**src/rtl/bht_pkg.sv**
```systemverilog
// Shared definitions for the branch-history-table controller:
// counter encodings, controller states and the table initialisation value.
package bht_pkg;

  localparam logic [1:0] SNT = 2'b00;
  localparam logic [1:0] WNT = 2'b01;
  localparam logic [1:0] WT  = 2'b10;
  localparam logic [1:0] ST  = 2'b11;

  localparam logic [1:0] INIT_VAL = WNT;

  typedef enum logic {
    INIT = 1'b0,
    RUN  = 1'b1
  } state_t;

endpackage

```
**src/rtl/bht_ctrl_if.sv**
```systemverilog
// Fetch/execute-side handshake bundle of the BHT controller.
interface bht_ctrl_if #(
  parameter int INDEX_W = 4
);
  logic               flush;
  logic               pred_valid;
  logic [INDEX_W-1:0] pred_index;
  logic               pred_ready;
  logic               resp_valid;
  logic [1:0]         resp_state;
  logic               resp_taken;
  logic               upd_valid;
  logic [INDEX_W-1:0] upd_index;
  logic               upd_taken;
  logic               upd_ready;
  logic               busy;

  modport master (
    output flush, pred_valid, pred_index, upd_valid, upd_index, upd_taken,
    input  pred_ready, resp_valid, resp_state, resp_taken, upd_ready, busy
  );

  modport slave (
    input  flush, pred_valid, pred_index, upd_valid, upd_index, upd_taken,
    output pred_ready, resp_valid, resp_state, resp_taken, upd_ready, busy
  );
endinterface

```
**src/rtl/bht_ctrl_sat2_next.sv**
```systemverilog
// Next value of a 2-bit saturating branch counter given the resolved outcome.
module sat2_next
  import bht_pkg::*;
(
  input  logic [1:0] cur,
  input  logic       taken,
  output logic [1:0] nxt
);

  always_comb begin
    nxt = cur;
    if (taken) begin
      if (cur != ST) nxt = cur + 2'd1;
    end else begin
      if (cur != SNT) nxt = cur - 2'd1;
    end
  end

endmodule

```
**src/rtl/bht_ctrl.sv**
```systemverilog
// BHT controller: sweeps the counter table to WNT after reset/flush, then
// arbitrates its single port between predict reads and update writes.
module bht_ctrl
  import bht_pkg::*;
#(
  parameter int INDEX_W = 4
) (
  input  logic       clock,
  input  logic       reset,
  bht_ctrl_if.slave  bus
);

  localparam int DEPTH = 1 << INDEX_W;

  state_t             state_reg, state_next;
  logic [INDEX_W-1:0] sweep_reg, sweep_next;
  logic               pri_reg, pri_next;
  logic               resp_valid_reg;
  logic [1:0]         resp_state_reg;
  logic               pred_gnt, upd_gnt;
  logic [1:0]         upd_cur, upd_new;

  logic [1:0] bht_mem [DEPTH];

  always_comb begin
    state_next = state_reg;
    sweep_next = sweep_reg;
    pri_next   = pri_reg;
    pred_gnt   = 1'b0;
    upd_gnt    = 1'b0;
    if (bus.flush) begin
      state_next = INIT;
      sweep_next = '0;
    end else if (state_reg == INIT) begin
      sweep_next = sweep_reg + 1'b1;
      if (&sweep_reg) state_next = RUN;
    end else if (bus.pred_valid && bus.upd_valid) begin
      // contention: pri picks the winner and flips so the loser goes next
      pred_gnt = pri_reg;
      upd_gnt  = !pri_reg;
      pri_next = !pri_reg;
    end else begin
      pred_gnt = bus.pred_valid;
      upd_gnt  = bus.upd_valid;
    end
  end

  always_ff @(posedge clock or posedge reset) begin
    if (reset) begin
      state_reg      <= INIT;
      sweep_reg      <= '0;
      pri_reg        <= 1'b0;
      resp_valid_reg <= 1'b0;
      resp_state_reg <= SNT;
    end else begin
      state_reg      <= state_next;
      sweep_reg      <= sweep_next;
      pri_reg        <= pri_next;
      resp_valid_reg <= pred_gnt;
      if (pred_gnt) resp_state_reg <= bht_mem[bus.pred_index];
    end
  end

  assign upd_cur = bht_mem[bus.upd_index];

  sat2_next u_sat (
    .cur   (upd_cur),
    .taken (bus.upd_taken),
    .nxt   (upd_new)
  );

  // Table contents are deliberately not reset; the sweep defines them.
  always_ff @(posedge clock) begin
    if (state_reg == INIT && !bus.flush) begin
      bht_mem[sweep_reg] <= INIT_VAL;
    end else if (upd_gnt) begin
      bht_mem[bus.upd_index] <= upd_new;
    end
  end

  assign bus.pred_ready = pred_gnt;
  assign bus.upd_ready  = upd_gnt;
  assign bus.resp_valid = resp_valid_reg;
  assign bus.resp_state = resp_state_reg;
  assign bus.resp_taken = resp_state_reg[1];
  assign bus.busy       = (state_reg == INIT);

endmodule

```
**src/flat_wrapper.sv**
```systemverilog
// flat-port wrapper written by rule: the top's interface ports become plain ports
module bht_ctrl_flat import bht_pkg::*;
#(
  parameter int INDEX_W = 4
)
  (clock, reset, bus_flush, bus_pred_valid, bus_pred_index, bus_upd_valid, bus_upd_index, bus_upd_taken, bus_pred_ready, bus_resp_valid, bus_resp_state, bus_resp_taken, bus_upd_ready, bus_busy);
  bht_ctrl_if #(.INDEX_W(INDEX_W)) bus_i ();
  input  logic clock;
  input  logic reset;
  input wire logic [$bits(bus_i.flush)-1:0] bus_flush;
  input wire logic [$bits(bus_i.pred_valid)-1:0] bus_pred_valid;
  input wire logic [$bits(bus_i.pred_index)-1:0] bus_pred_index;
  input wire logic [$bits(bus_i.upd_valid)-1:0] bus_upd_valid;
  input wire logic [$bits(bus_i.upd_index)-1:0] bus_upd_index;
  input wire logic [$bits(bus_i.upd_taken)-1:0] bus_upd_taken;
  output wire logic [$bits(bus_i.pred_ready)-1:0] bus_pred_ready;
  output wire logic [$bits(bus_i.resp_valid)-1:0] bus_resp_valid;
  output wire logic [$bits(bus_i.resp_state)-1:0] bus_resp_state;
  output wire logic [$bits(bus_i.resp_taken)-1:0] bus_resp_taken;
  output wire logic [$bits(bus_i.upd_ready)-1:0] bus_upd_ready;
  output wire logic [$bits(bus_i.busy)-1:0] bus_busy;
  assign bus_i.flush = bus_flush;
  assign bus_i.pred_valid = bus_pred_valid;
  assign bus_i.pred_index = bus_pred_index;
  assign bus_i.upd_valid = bus_upd_valid;
  assign bus_i.upd_index = bus_upd_index;
  assign bus_i.upd_taken = bus_upd_taken;
  assign bus_pred_ready = bus_i.pred_ready;
  assign bus_resp_valid = bus_i.resp_valid;
  assign bus_resp_state = bus_i.resp_state;
  assign bus_resp_taken = bus_i.resp_taken;
  assign bus_upd_ready = bus_i.upd_ready;
  assign bus_busy = bus_i.busy;
  bht_ctrl #(.INDEX_W(INDEX_W)) u_core (.clock(clock), .reset(reset), .bus(bus_i));
endmodule
```
**config.mk**
```make
export PLATFORM = sky130hd
export DESIGN_NAME = bht_ctrl_flat
export DESIGN_NICKNAME = d
export VERILOG_FILES = /design/src/rtl/bht_pkg.sv /design/src/rtl/bht_ctrl_if.sv /design/src/rtl/bht_ctrl_sat2_next.sv /design/src/rtl/bht_ctrl.sv /design/src/flat_wrapper.sv
export SDC_FILE = /design/constraint.sdc
export NUM_CORES = 1
export LEC_CHECK = 0
export ABC_AREA = 1
export CORE_MARGIN = 1
export CORE_UTILIZATION = 25
export CTS_BUF_LIST = sky130_fd_sc_hd__clkbuf_4
export DETAILED_ROUTE_END_ITERATION = 6
export GPL_ROUTABILITY_DRIVEN = 0
export PLACE_DENSITY_LB_ADDON = 0.25
export SYNTH_ARGS = -nofsm -noshare
export SYNTH_HDL_FRONTEND = slang
export SYNTH_SLANG_ARGS = --single-unit
```
**constraint.sdc**
```tcl
create_clock -name clock -period 1.45 [get_ports clock]
set_input_delay 0.29 -clock clock [delete_from_list [all_inputs] [get_ports clock]]
set_output_delay 0.29 -clock clock [all_outputs]
set_load 0.01 [all_outputs]
```
## Word-level counts from Yosys, hierarchy flattened

Memories as Yosys holds them, arrays and structs flattened. A register that Yosys moved wholly into a read port is not among the register bits.
Index checks and enable logic that the tools add are counted.

- Add/sub/neg operators: 3
- Eq/ne operators: 2
- Muxes and demuxes: 22
- Bitwise gates (word level): 2
- Reductions and logical operators: 8

Operators with widths:

| operator | number |
|---|---|
| 2-to-1 mux 1 bit | 15 |
| 2-to-1 mux 4 bit | 3 |
| 2-to-1 mux 2 bit | 4 |
| adder 4 x 1 -> 4 bit, second input constant | 1 |
| != test 2 bit, second input constant | 2 |
| AND reduction 4 bit | 1 |
| AND reduction 3 bit | 1 |
| adder 2 x 1 -> 2 bit, second input constant | 1 |
| logical AND 1 bit | 2 |
| logical NOT 1 bit | 2 |
| inverter 1 bit | 2 |
| nonzero test 2 bit | 1 |
| OR reduction 2 bit | 1 |
| subtractor 2 x 1 -> 2 bit, second input constant | 1 |

- Register bits after elaboration: 7
- RAM bits: 32
- Output and inout port bits: 7
- Word-level logic and storage cells: 42
- Memories kept: 1

Memories:

| name | depth | bits a word | read ports | clocked after memory_dff | write ports | RTL line | RTL |
|---|---|---|---|---|---|---|---|
| u_core.bht_mem | 16 | 2 | 2 | 1 | 1 | bht_ctrl.sv:23 | `logic [1:0] bht_mem [DEPTH];` |

## Depth between registers and ports, before layout

- Word-level depth: 9
- Mapped depth: 10
- Mapped depth without buffers: 9

## Cells and area by module

Synthesis repeated with hierarchy kept, for this count alone.

- Cell total of the unflattened synthesis: 286
- Area total of the unflattened synthesis: 2,293.4 µm²

By module, submodules not included:

| module | instances | cells an instance | area each (µm²) | seq. area each (µm²) |
|---|---|---|---|---|
| bht_ctrl | 1 | 280 | 2,268.4 | 1,186.1 |
| sat2_next | 1 | 6 | 25.0 | 0.0 |

## Worst setup path before layout

No wires, ideal clock.

- Path kind: input port to flip-flop
- From: input bus_upd_index[0]
- To: memory u_core.bht_mem[0][1], data pin
- Data arrival time: 1.472 ns
- Required time: 1.173 ns
- Setup slack: -0.299 ns
- Cell stages on the path: 10
- Path through: buf_2 -> buf_2 -> nor2_1 -> nor2_1 -> nand2_1 -> nand3_1 -> nand3_1 -> nand3b_1 -> nand2_1 -> nor2_1

- Word-level cells in the longest chain between the ends: 5
- Elaborated cells on any way between the ends: 9

Ends and longest elaborated chain:

| item | RTL line | RTL |
|---|---|---|
| from (decl) | flat_wrapper.sv:14 | `input wire logic [$bits(bus_i.upd_index)-1:0] bus_upd_index;` |
| memory read (16 x 2 bit) * | - |  |
| subtractor 2 x 1 -> 2 bit, or another cell as far along | bht_ctrl_sat2_next.sv:15 | `if (cur != SNT) nxt = cur - 2'd1;` |
| 2-to-1 mux 2 bit (on tied branches) | bht_ctrl_sat2_next.sv:15, bht_ctrl_sat2_next.sv:13 |  |
| 2-to-1 mux 2 bit * | bht_ctrl_sat2_next.sv:12 | `if (taken) begin` |
| 2-to-1 mux 2 bit (no source line) * | - |  |
| to (decl) | bht_ctrl.sv:23 |  |

Mark *: on every way between the ends. The rest lies on a longest branch, timed or not.

## Worst setup path in the final report

- From: register u_core.pri_reg
- To: memory u_core.bht_mem[2][0], enable pin

- Word-level cells in the longest chain between the ends: 9
- Elaborated cells on any way between the ends: 10

Ends and longest elaborated chain:

| item | RTL line | RTL |
|---|---|---|
| from (decl) | bht_ctrl.sv:17 | `logic pri_reg, pri_next;` |
| from (signal assigned) | bht_ctrl.sv:58 | `pri_reg <= pri_next;` |
| logical NOT 1 bit * | bht_ctrl.sv:40 | `upd_gnt = !pri_reg;` |
| 2-to-1 mux 1 bit * | bht_ctrl.sv:37 | `end else if (bus.pred_valid && bus.upd_valid) begin` |
| 2-to-1 mux 1 bit * | bht_ctrl.sv:34 | `end else if (state_reg == INIT) begin` |
| 2-to-1 mux 1 bit * | bht_ctrl.sv:31 | `if (bus.flush) begin` |
| 2-to-1 mux 1 bit * | bht_ctrl.sv:76 | `end else if (upd_gnt) begin` |
| 2-to-1 mux 1 bit * | bht_ctrl.sv:74 | `if (state_reg == INIT && !bus.flush) begin` |
| 2-to-1 mux 1 bit (implied by the code) * | bht_ctrl.sv:77 | `bht_mem[bus.upd_index] <= upd_new;` |
| OR reduction 2 bit (no source line) | - |  |
| 2-to-1 mux 4 bit (no source line) or 2-to-1 mux 1 bit (tied branches) | - |  |

Marks and branches as above.

==> out/metrics.cfg <==
[logic_synthesis]
synth_ff_type = edfxtp_1
synth-edff-count = 32
synth_xor_xnor_area_share_pct = 0.383
ys_seq_elements = 41
synth_area_leader_cell = edfxtp_1
yosys-top-cells-count = nand2_1 (57), inv_1 (46), nand3_1 (42)
syn-num-nets = 296
synth_top_area_share_pct = 42.0
syn_area_per_cell_um2 = 8.14
synthDistinctLibCells = 24
synth-async-reset-ratio_pct = 22.0
synth-simple-area-share_pct = 26.7
synth.most_common_cell = nand2_1
muxShareOfSynthArea_pct = 0
synthAdderAreaFrac_pct = 0.547
yosysSeqAreaShare_pct = 51.9
synth_area_mm2 = 0.00229
synth_compound_area_share_pct = 9.90
yosys-top-cells-area = edfxtp_1 (42%), dfrtp_1 (9.8%), nand2_1 (9.4%)
netlist_instances = 281
synth_top_family_by_area = simple AND/OR/NAND/NOR gates
yosys_warnings = 0

[route]
drt-initial-drc-count = 115
vias = 2101
first_pass_iters = 6
wl_per_cell_um = 14.2
vias_per_cell = 4.62
wl_um = 6440
drtAntennaViolNets = 0
drc = 4

[setup_path]
required_ns = 1.54
worstSetupPathType = reg2reg
cp-start-kind = flip-flop
crit_path_end_kind = flip-flop
worstPathMaxFanout = 8
critPathArrivalTime_ns = 1.80

[timing]
setup_viol = 66
slew_viol_final = 0
post-route-period-util_pct = 118
max_freq_ghz = 0.583
slew_headroom_pct = 75.6
setup_ws_ns = -0.264
worst_pin_slew_ns = 0.365
fin_setup_tns_ns = -11.17
period_minus_slack_ns = 1.71
rsz0062_at_grt = yes
skew_ns = 0.0159
hold_viol_final = 0

[cells_and_area]
fin_util_pct = 39.7
largest_reg_flops = 32
finalNonFillerCells = 455
synthToLayoutAreaGrowth_pct = 52.7
drive_gt1_share_pct = 43.5
fill_cells = 886
diodes = 0
nNetsFinal = 361

[place]
io_buffers = 20
dp_cells = 427
dp_hpwl_um = 4450
pre_cts_slack_ns = -0.735

[status]
violations = design-rule violations, negative setup slack
status = finished with violations

[die]
die_y_um = 97.7
fp.coreArea_mm2 = 0.00881
start_util_pct = 26.0
ioPinCount = 21
dieWidth_um = 97.7
rows = 34
fp.dieArea_mm2 = 0.00954

[clock_network]
numCtsBuffers = 5
cts_tree = built
hold_buffers = 0
clk_pin_slew_worst_paths_ns = 0.13
htreeDepth = 2
root_buffer = clkbuf_4
clk_latency_ns = 0.37
clock_path_buffers = 2
cts.sinks = 41

[global_routing]
first_global_vias = 2121
grt_pass1_wl_um = 10600
gr-total-overflow = 0
grt_max_degree = 33
grt_usage_pct = 14.3
antenna_found_initial = 0

[power_and_ir_drop]
leakagePower_nw = 1.48
power.density_mw_per_mm2 = 784
p_total_mw = 2.74
ir_worst_vdd_mv = 0.478

[worst_hold_path]
hold_path.class = in2async

[flow_run]
cap_violations = 0

## layout make-up
type                       instances  area [µm²]  area share (%)
sequential                        41        1190            34.0
clock buffer                       5        37.5            1.07
tap                              108         135            3.87
multi-input combinational        182        1290            37.0
timing repair buffer              67         582            16.7
inverter                          49         189            5.41
clock inverter                     3        68.8            1.97
## final timing paths
| path | slack [ns] | cells after the start | endpoint | start |
|---|---|---|---|---|
| max | -0.26 | 10 | u_core.bht_mem[2][0] | u_core.pri_reg |
| min | 0.18 | 2 | u_core.bus.resp_state[1] | reset |
| max reg2reg | -0.26 | 10 | u_core.bht_mem[2][0] | u_core.pri_reg |
| min reg2reg | 0.51 | 2 | u_core.bus.resp_state[0] | u_core.bus.resp_state[0] |
| max in group asynchronous | 1.01 | 2 | u_core.bus.resp_valid | reset |
| min in group clock | 0.39 | 3 | u_core.sweep_reg[0] | bus_flush |
## metrics by stage
stage	instance area [µm²]	hold WS, ns
detailed placement	2870	0.473
finish	3490	0.177
floorplan	2360	0.118
global route	3490	0.214
CTS	3310	0.174
global placement	2870	0.490
## worst max-delay path, cell delays in order (launching register included)
cell	delay [ns]
dfrtp_1	0.39
nand2_1	0.08
nand2_2	0.08
nor2_4	0.14
buf_8	0.16
nand2_4	0.06
o21ai_4	0.07
inv_2	0.08
nor2_4	0.17
nand2_4	0.08
nor2_4	0.14
## cell families (layout without fill, tap and decap cells)
logic type               Yosys count  in the layout
flip-flops                        41             41
AND/OR/NAND/NOR                  140            142
XOR/XNOR                           1              1
AO/OA/AOI/OAI                     38             38
adder cells (fa/ha/maj)            1              1
buffers and inverters             60            124
## power by group
group / total, mW / leakage (nW) / internal [mW] / switching [mW]
combinational: 0.499 / 0.984 / 0.206 / 0.293
sequential: 1.28 / 0.445 / 1.27 / 0.0107
clock: 0.954 / 0.0558 / 0.543 / 0.412
## timing repair
| item | CTS | global route |
|---|---|---|
| setup endpoints to repair | 71 | 71 |
| buffers inserted | 16 | 9 |
| gates resized for setup | 89 | 41 |
| gates cloned | 2 | 0 |
| pin swaps | 22 | 28 |
## layout by cell type, fill, tap and decap left out, drive strengths merged, types with 9 or more instances in the layout
master and n:
nor2 31, edfxtp 32, clkdlybuf4s50 9, o211ai 10, nand2 61, dfrtp 9, nand3 42, buf 50
a21oi 13, o21ai 14, inv 50
## routing by layer
metal  up-vias  share of wire, %  global-route usage [%]
li1       1052                 -                       -
met2        54                49                    23.9
met3         8               4.5                    2.37
met1       987                45                    18.8
met5         -                 0                       0
met4         0               1.3                    4.31
No activity file was read; power rests on OpenSTA's default activity.
